### config.mk
export PLATFORM = sky130hd
export DESIGN_NAME = bram_read_arbiter_flat
export DESIGN_NICKNAME = d
export VERILOG_FILES = /design/src/rtl/bram_arb_pkg.sv /design/src/rtl/bram_t.sv /design/src/rtl/bram_read_arbiter_rr.sv /design/src/rtl/bram_read_arbiter.sv /design/src/flat_wrapper.sv
export SDC_FILE = /design/constraint.sdc
export NUM_CORES = 1
export LEC_CHECK = 0
export BUFFER_PORTS_ARGS = -buffer_cell sky130_fd_sc_hd__buf_2
export CORE_ASPECT_RATIO = 1.1
export CORE_MARGIN = 2
export CORE_UTILIZATION = 38
export CTS_CLUSTER_SIZE = 28
export DETAILED_ROUTE_END_ITERATION = 16
export PLACE_DENSITY = 0.82
export RECOVER_POWER = 25
export SETUP_SLACK_MARGIN = 0.3
export SYNTH_ARGS = -nofsm -noshare
export SYNTH_HDL_FRONTEND = slang
export SYNTH_HIERARCHICAL = 1
export SYNTH_SLANG_ARGS = --single-unit
### constraint.sdc
create_clock -name clock -period 1.75 [get_ports clock]
set_input_delay 0.2625 -clock clock [delete_from_list [all_inputs] [get_ports clock]]
set_output_delay 0.2625 -clock clock [all_outputs]
set_load 0.01 [all_outputs]
### src/rtl/bram_arb_pkg.sv
// Shared types and the round-robin pick function for the BRAM read arbiter.
package bram_arb_pkg;
  localparam int MAX_REQ = 8;
  localparam int IDX_W   = 3;

  typedef logic [MAX_REQ-1:0] grant_t;
  typedef logic [IDX_W-1:0]   idx_t;

  // Unused upper request bits are zero, so scanning all MAX_REQ slots modulo 8
  // behaves exactly like a scan modulo NUM_REQ.
  function automatic grant_t rr_pick(input grant_t valid, input idx_t last_grant);
    grant_t pick;
    idx_t   idx;
    pick = '0;
    for (int k = 1; k <= MAX_REQ; k++) begin
      idx = last_grant + idx_t'(k);
      if (valid[idx] && (pick == '0)) pick[idx] = 1'b1;
    end
    return pick;
  endfunction
endpackage

### src/rtl/bram_t.sv
// Read-only BRAM/ROM bus; the slave registers read_data one cycle after read_en.
interface bram_t #(
  parameter int ADDR_W = 10,
  parameter int DATA_W = 8
) (
  input logic clk
);
  logic              read_en;
  logic [ADDR_W-1:0] read_addr;
  logic [DATA_W-1:0] read_data;

  modport master_read (input clk, output read_en, output read_addr, input read_data);
  modport slave_read  (input clk, input read_en, input read_addr, output read_data);
endinterface

### src/rtl/bram_read_arbiter_rr.sv
// Round-robin arbiter: combinational one-hot pick plus the last_grant pointer.
module rr_arbiter
  import bram_arb_pkg::*;
#(
  parameter int NUM_REQ = 2
) (
  input  logic               clock,
  input  logic               reset_n,
  input  logic [NUM_REQ-1:0] req_valid,
  output logic [NUM_REQ-1:0] grant
);
  idx_t   last_grant;
  idx_t   grant_idx;
  grant_t valid_ext;
  grant_t pick;
  logic   unused_pick;

  always_comb begin
    valid_ext = '0;
    valid_ext[NUM_REQ-1:0] = req_valid;
  end

  assign pick        = rr_pick(valid_ext, last_grant);
  assign unused_pick = ^pick;

  always_comb begin
    grant     = reset_n ? pick[NUM_REQ-1:0] : '0;
    grant_idx = '0;
    for (int i = 0; i < NUM_REQ; i++) begin
      if (grant[i]) grant_idx = idx_t'(i);
    end
  end

  // A grant is only ever issued to a valid requester, so any grant is an acceptance.
  always_ff @(posedge clock) begin
    if (!reset_n) begin
      last_grant <= idx_t'(NUM_REQ - 1);
    end else if (|grant) begin
      last_grant <= grant_idx;
    end
  end
endmodule

### src/rtl/bram_read_arbiter.sv
// Shares one BRAM read port among NUM_REQ requesters with round-robin arbitration.
// Define BRAM_ARB_OUT_REG_EN to add an output register (2-cycle response latency).
module bram_read_arbiter
  import bram_arb_pkg::*;
#(
  parameter int NUM_REQ = 2,
  parameter int ADDR_W  = 10,
  parameter int DATA_W  = 8
) (
  input  logic                           clock,
  input  logic                           reset_n,
  input  logic [NUM_REQ-1:0]             req_valid,
  input  logic [NUM_REQ-1:0][ADDR_W-1:0] req_addr,
  output logic [NUM_REQ-1:0]             req_ready,
  output logic [NUM_REQ-1:0]             resp_valid,
  output logic [DATA_W-1:0]              resp_data,
  bram_t.master_read                     bram
);
  logic [NUM_REQ-1:0] grant;
  logic [ADDR_W-1:0]  addr_sel;
  logic [ADDR_W-1:0]  addr_q;
  logic [NUM_REQ-1:0] tag_p0;

  rr_arbiter #(.NUM_REQ(NUM_REQ)) u_rr (
    .clock     (clock),
    .reset_n   (reset_n),
    .req_valid (req_valid),
    .grant     (grant)
  );

  assign req_ready = grant;

  always_comb begin
    addr_sel = '0;
    for (int i = 0; i < NUM_REQ; i++) begin
      if (grant[i]) addr_sel = addr_sel | req_addr[i];
    end
  end

  assign bram.read_en   = |grant;
  assign bram.read_addr = (|grant) ? addr_sel : addr_q;

  // Stage p0: address hold register and in-flight tag aligned with BRAM data.
  always_ff @(posedge clock) begin
    if (!reset_n) begin
      addr_q <= '0;
      tag_p0 <= '0;
    end else begin
      if (|grant) addr_q <= addr_sel;
      tag_p0 <= grant;
    end
  end

`ifdef BRAM_ARB_OUT_REG_EN
  logic [NUM_REQ-1:0] tag_p1;
  logic [DATA_W-1:0]  data_p1;

  // Stage p1: optional output register on tag and data.
  always_ff @(posedge clock) begin
    if (!reset_n) begin
      tag_p1  <= '0;
      data_p1 <= '0;
    end else begin
      tag_p1  <= tag_p0;
      data_p1 <= bram.read_data;
    end
  end

  assign resp_valid = reset_n ? tag_p1 : '0;
  assign resp_data  = data_p1;
`else
  assign resp_valid = reset_n ? tag_p0 : '0;
  assign resp_data  = reset_n ? bram.read_data : '0;
`endif
endmodule

### src/flat_wrapper.sv
// flat-port wrapper written by rule: the top's interface ports become plain ports
module bram_read_arbiter_flat import bram_arb_pkg::*;
#(
  parameter int NUM_REQ = 2,
  parameter int ADDR_W  = 10,
  parameter int DATA_W  = 8
)
  (clock, reset_n, req_valid, req_addr, req_ready, resp_valid, resp_data, clk, bram_read_en, bram_read_addr, bram_read_data);
  bram_t #(.ADDR_W(ADDR_W), .DATA_W(DATA_W)) bram_i (.clk(clk));
  input  logic clock;
  input  logic reset_n;
  input  logic [NUM_REQ-1:0] req_valid;
  input  logic [NUM_REQ-1:0][ADDR_W-1:0] req_addr;
  output logic [NUM_REQ-1:0] req_ready;
  output logic [NUM_REQ-1:0] resp_valid;
  output logic [DATA_W-1:0] resp_data;
  input wire logic clk;
  output wire logic [$bits(bram_i.read_en)-1:0] bram_read_en;
  output wire logic [$bits(bram_i.read_addr)-1:0] bram_read_addr;
  input wire logic [$bits(bram_i.read_data)-1:0] bram_read_data;
  assign bram_read_en = bram_i.read_en;
  assign bram_read_addr = bram_i.read_addr;
  assign bram_i.read_data = bram_read_data;
  bram_read_arbiter #(.NUM_REQ(NUM_REQ), .ADDR_W(ADDR_W), .DATA_W(DATA_W)) u_core (.clock(clock), .reset_n(reset_n), .req_valid(req_valid), .req_addr(req_addr), .req_ready(req_ready), .resp_valid(resp_valid), .resp_data(resp_data), .bram(bram_i));
endmodule
# After elaboration in Yosys (flattened, before gate mapping)
# Cells that the tools add are included.
[totals]
inputBits = 33
wordCells = 104
ff_bits = 15
output_inout_bits = 23
[classes]
n_reduce_logical = 23
muxes = 47
n_lt_le_gt_ge = 16
bitwise = 8
n_addsub = 7
[ops]
columns = ["op", "count"]
rows = [
  ["$mux 8", 8],
  ["$logic_not 8->1", 7],
  ["$or 8x8->8", 6],
  ["$lt 3x4->1 const B", 8],
  ["$mux 10", 3],
  ["$bmux 1 s3", 8],
  ["$demux 1 s3", 8],
  ["$ge 3x1->1 const B", 8],
  ["$mux 1", 17],
  ["$logic_and 1x1->1", 15],
  ["$add 3x3->3 const B", 4],
  ["$or 10x10->10", 1],
  ["$add 3x2->3 const B", 2],
  ["$mux 2", 3],
  ["$add 3x1->3 const B", 1],
  ["$or 2x2->2", 1],
  ["$reduce_or 2->1", 1],
]

# Logic depth before layout (Yosys ltp)
[depth]
word_depth = 32
ltp_mapped = 5
depth_no_buf = 4

# Hierarchy
# The synthesis kept the hierarchy.
[modules_own_cells]
columns = ["mod", "cells_each", "seq_area_each_um2", "area_per_inst_um2", "n_inst"]
rows = [
  ["bram_read_arbiter", 72, 240.2, 659.4, 1],
  ["rr_arbiter", 9, 20.0, 61.3, 1],
]

# Least setup slack after synthesis
# Ideal clock, no wire load.
[synth_path]
path_kind = "reg-to-output"
start = "reg u_core.u_rr.last_grant[0]"
end = "out bram_read_addr[1]"
required_ns = 1.487
setup_slack_ns = 0.180
arrival_ns = 1.307
stages_incl_launch_ff = 6
path_cell_list = "dfxtp_1 > inv_1 > a21oi_1 > buf_2 > nor3b_1 > or2_1"
[synth_between]
elab_chain_len = 32
word_cells_on_any_way = 98
[synth_rtl]
columns = ["element", "line_no", "source"]
rows = [
  ["start: declaration", "bram_read_arbiter_rr.sv:12", "idx_t last_grant;"],
  ["start signal: assignment", "bram_read_arbiter_rr.sv:37", "last_grant <= idx_t'(NUM_REQ - 1);"],
  ["start signal: assignment", "bram_read_arbiter_rr.sv:39", "last_grant <= grant_idx;"],
  ["$add 3x1->3", "bram_arb_pkg.sv:16", "idx = last_grant + idx_t'(k);"],
  ["$lt 3x4->1 (not written as such) or $ge 3x1->1 (tied branches)", "bram_arb_pkg.sv:17", "if (valid[idx] && (pick == '0)) pick[idx] = 1'b1;"],
  ["$logic_and 1x1->1 (not written as such)", "bram_arb_pkg.sv:17", ""],
  ["$mux 1 (not written as such)", "bram_arb_pkg.sv:17", ""],
  ["$demux 1 s3", "bram_arb_pkg.sv:17", ""],
  ["$mux 8", "bram_arb_pkg.sv:17", ""],
  ["$logic_not 8->1", "bram_arb_pkg.sv:17", ""],
  ["$logic_and 1x1->1", "bram_arb_pkg.sv:17", ""],
  ["[17 not listed]", "n/a", ""],
  ["$logic_and 1x1->1", "bram_arb_pkg.sv:17", ""],
  ["$mux 2 (*)", "bram_arb_pkg.sv:17", ""],
  ["$mux 2 (*)", "bram_read_arbiter_rr.sv:27", "grant = reset_n ? pick[NUM_REQ-1:0] : '0;"],
  ["via req_ready[0]", "flat_wrapper.sv:14", "output logic [NUM_REQ-1:0] req_ready;"],
  ["$mux 10", "bram_read_arbiter.sv:36", "if (grant[i]) addr_sel = addr_sel | req_addr[i];"],
  ["$or 10x10->10", "bram_read_arbiter.sv:36", ""],
  ["$mux 10", "bram_read_arbiter.sv:36", ""],
  ["$mux 10 (*)", "bram_read_arbiter.sv:41", "assign bram.read_addr = (|grant) ? addr_sel : addr_q;"],
  ["end: declaration", "flat_wrapper.sv:19", "output wire logic [$bits(bram_i.read_addr)-1:0] bram_read_addr;"],
]
# The timed path passes the listed nets; every way through them passes the cells marked *. The select of a mux whose other input is x is not followed.

# Worst setup path in the final report
[layout_path]
start = "reg u_core.u_rr.last_grant[0]"
end = "out bram_read_addr[3]"
[layout_between]
elab_chain_len = 32
word_cells_on_any_way = 98
[layout_rtl]
columns = ["element", "line_no"]
rows = [
  ["$add 3x1->3", "bram_arb_pkg.sv:16"],
  ["$lt 3x4->1 (not written as such) or $ge 3x1->1 (tied branches)", "bram_arb_pkg.sv:17"],
  ["$logic_and 1x1->1 (not written as such)", "bram_arb_pkg.sv:17"],
  ["$mux 1 (not written as such)", "bram_arb_pkg.sv:17"],
  ["$demux 1 s3", "bram_arb_pkg.sv:17"],
  ["$mux 8", "bram_arb_pkg.sv:17"],
  ["$logic_not 8->1", "bram_arb_pkg.sv:17"],
  ["$logic_and 1x1->1", "bram_arb_pkg.sv:17"],
  ["[16 not listed]", "n/a"],
  ["$logic_not 8->1", "bram_arb_pkg.sv:17"],
  ["$logic_and 1x1->1", "bram_arb_pkg.sv:17"],
  ["$mux 2 (*)", "bram_arb_pkg.sv:17"],
  ["$mux 2 (*)", "bram_read_arbiter_rr.sv:27"],
  ["$mux 10", "bram_read_arbiter.sv:36"],
  ["$or 10x10->10", "bram_read_arbiter.sv:36"],
  ["$mux 10", "bram_read_arbiter.sv:36"],
  ["$mux 10 (*)", "bram_read_arbiter.sv:41"],
]
# Mark *: on every way between the ends. The rest lies on a longest branch, timed or not. The select of a mux whose other input is x is not followed.

==> run summary <==
status -> finished, violations left
violated checks -> negative setup slack
Remaining DRCs -> 0
n_diodes -> 0
GRT Util Overall -> 20.9%
total CTS buffers -> 3
Sw Share -> 30.3%
Hold Path Class -> in2reg
WP depth -> 6
Initial Util -> 40.4%
H-tree depth -> 1
Power Dens Cells -> 619 nW/um2
Mapped Cells -> 81
WP data arrival -> 1.59 ns
Clock Pin Slew Worst Setup and Hold Paths -> 0.10 ns
final hold vios -> 0
sequential share of power -> 40.0%
Cell variety after synth -> 17
Critical Path Fanout Max -> 7
initial antenna violation count -> 0
Clk pwr share -> 24.4%
net count after synthesis -> 114
Ys Warns -> 6
Seq/Total Area, Yosys -> 36.1%
final worst path period share -> 106%
Port Buffers -> 54
Crit path buffers/inverters -> 2
synth-to-layout area growth -> 80.0%
worst path cell trace -> and2_4 > nor2_4 > buf_12 > a22o_1 > or2_1 > buf_2
first-pass GRT wire length -> 3440 um
Crit path max-delay family -> simple AND/OR/NAND/NOR gates
I/O pin total -> 56
CP max stage cell -> dfxtp_2
wire length on met1 -> 921 um
Crit Path Category -> reg2out
core footprint -> 1780 um2
cell internal pwr -> 560 uW
Hold Path Stages -> 2
Mapped Area -> 721 um2
Psw -> 243 uW
relative slew slack -> 83.6%
fmax -> 539 MHz
post-synthesis register bit count -> 13
CP max stage delay -> 0.36 ns
final setup fails -> 10
CTS tree -> done
power consumption -> 803 uW
Routed WL per cell -> 14.6 um
layout cells sized above 1 -> 60.3%
reg-to-reg slack, setup -> 0.27 ns
leakage -> 0.000673 uW
Gate power share -> 35.7%
vias in the first global route -> 783
Peak VDD IR -> 408 uV
Nets -> 185
pre-CTS setup slack -> 0.107 ns
DP HPWL -> 1400 um
r2r worst-path depth -> 7
die area -> 2260 um2
Routed met2 length -> 1320 um
Final min period -> 1.85 ns
Cell Rows -> 16
uppermost layer routed -> met4
TritonCTS Sinks -> 13
Critical Path Source -> u_core/u_rr/last_grant[0]
routed vias/inst -> 5.30
clk_skew -> 0.00968 ns
Worst setup SP type -> register
Skew-Pair Late Insertion Delay -> 0.28 ns
max-cap viol count -> 0
Synth Area per Inst -> 8.90 um2
RD Place Congestion -> 0.697
final antenna-violating net count -> 0
Iter 0 DRT Violations -> 22
max-slew violation count -> 0
router iterations before antenna repair -> 4
Die W -> 45.5 um
R2R Path Start -> u_core/u_rr/last_grant[0]
total grt overflow -> 0
Worst setup EP type -> output pin
final hold slack -> 0.280 ns
required time of the worst setup path -> 1.49 ns
RSZ-0062 raised after global routing -> yes
met3 WL -> 167 um
R2R Path End -> u_core/addr_q[2]
post-route setup slack -> -0.104 ns
WL final -> 2460 um
Slew @ Worst Pin -> 0.246 ns
DR vias -> 895
clk root buf -> clkbuf_4
clk buf depth -> 2
Critical Path Sink -> bram_read_addr[3]
largest net degree at the start of global routing -> 19
Die Height -> 49.7 um
-- placed cells by master (no fill, tap or decap) --
master    count
nor2_4        1
o21a_1       10
buf_16        1
or2_1         8
nor2_1        2
buf_4         9
a21oi_4       1
dfxtp_1      12
clkbuf_4      3
inv_2         1
dfxtp_2       1
inv_1         1
nor3b_1       3
nor3b_4       3
nor3b_2       4
and2_1       12
nand2_1       2
or2_4         2
o21ai_2       1
buf_12        1
and2_4        1
buf_6        10
nor2_2        1
buf_2        50
clkinv_2      1
a22o_1       10
-- through the flow --
| step | std cells | utilization [%] | setup TNS (ns) | area [um2] |
|---|---|---|---|---|
| final | 169 | 72.8 | -0.812 | 1300 |
| after global routing | 169 | 72.8 | -1.37 | 1300 |
| after floorplan | 81 | - | 0 | 732 |
| after detailed placement | 151 | 57.9 | 0 | 1030 |
| after CTS | 167 | 70.6 | -0.494 | 1260 |
| after global placement | 151 | 57.9 | 0 | 1030 |
-- per-layer routing --
layer,global-route usage [%],up-vias
met3,3.30,10
met1,23.7,410
met4,7.35,0
li1,-,421
met5,0,-
met2,37.6,54
-- registers in the layout, indices dropped and copies added, names as in the netlist --
name                    flops
u_core/addr_q              10
u_core/u_rr/last_grant      1
u_core/tag_p0               2
-- Yosys cell counts --
| cell type | n | share of area (%) |
|---|---|---|
| a21oi_1 | 1 | 0.69 |
| a22o_1 | 10 | 12 |
| and2_1 | 12 | 10 |
| and2_4 | 1 | 1.2 |
| buf_2 | 2 | 1.4 |
| buf_4 | 1 | 1.0 |
| buf_6 | 1 | 1.6 |
| clkbuf_1 | 2 | 1.0 |
| dfxtp_1 | 13 | 36 |
| inv_1 | 2 | 1.0 |
| nand2_1 | 2 | 1.0 |
| nor2_1 | 3 | 1.6 |
| nor3b_1 | 10 | 10 |
| o21a_1 | 10 | 10 |
| o21ai_2 | 1 | 1.2 |
| or2_1 | 8 | 6.9 |
| or2_2 | 2 | 1.7 |
-- logic make-up after synthesis --
family	synth area share, %
AND/OR/NAND/NOR	33.3
AO/OA/AOI/OAI	24.5
flip-flops	36.1
buffers and inverters	6.08
-- what timing repair did --
action / 4_1_cts / 5_1_grt
pin swaps: 14 / 7
hold buffers: 0 / 0
gates resized for setup: 21 / 6
buffers inserted: 9 / 2
gates cloned: 3 / 0
setup endpoints to repair: 13 / 13
-- power groups by stage --
stage          registers (uW)  clock network (uW)  logic, uW
6_report                  321                 196        286
3_5_place_dp              326                   0        209
3_3_place_gp              324                   0        204
2_1_floorplan             324                   0        121
4_1_cts                   319                 194        268
5_1_grt                   322                 216        306
-- how the worst min path moves through the flow --
stage	startpoint	to	slack, ns
CTS	reset_n	u_core/addr_q[0]	0.28
detailed placement	u_core/u_rr/last_grant[0]	u_core/u_rr/last_grant[0]	0.51
global route	reset_n	u_core/addr_q[0]	0.28
global placement	u_core/u_rr/last_grant[0]	u_core/u_rr/last_grant[0]	0.50
finish	reset_n	u_core/addr_q[0]	0.28
floorplan	reset_n	u_core/u_rr/last_grant[0]	0.32
-- worst reg2reg max path: cells and delay by family, from the launching register on --
family          cells  cell delay, ns
simple gates        2            0.24
flops               1            0.36
compound gates      2            0.36
buf+inv             3            0.41
-- cell type report --
type,count,area (um2)
clock buffers,3,22.5
clock inverters,1,5.00
fillers,137,484
inverters,2,7.51
multi-input cells,61,500
flip-flops and latches,13,262
well taps,18,22.5
repair buffers,71,478
(Power assumes the default switching activity.)
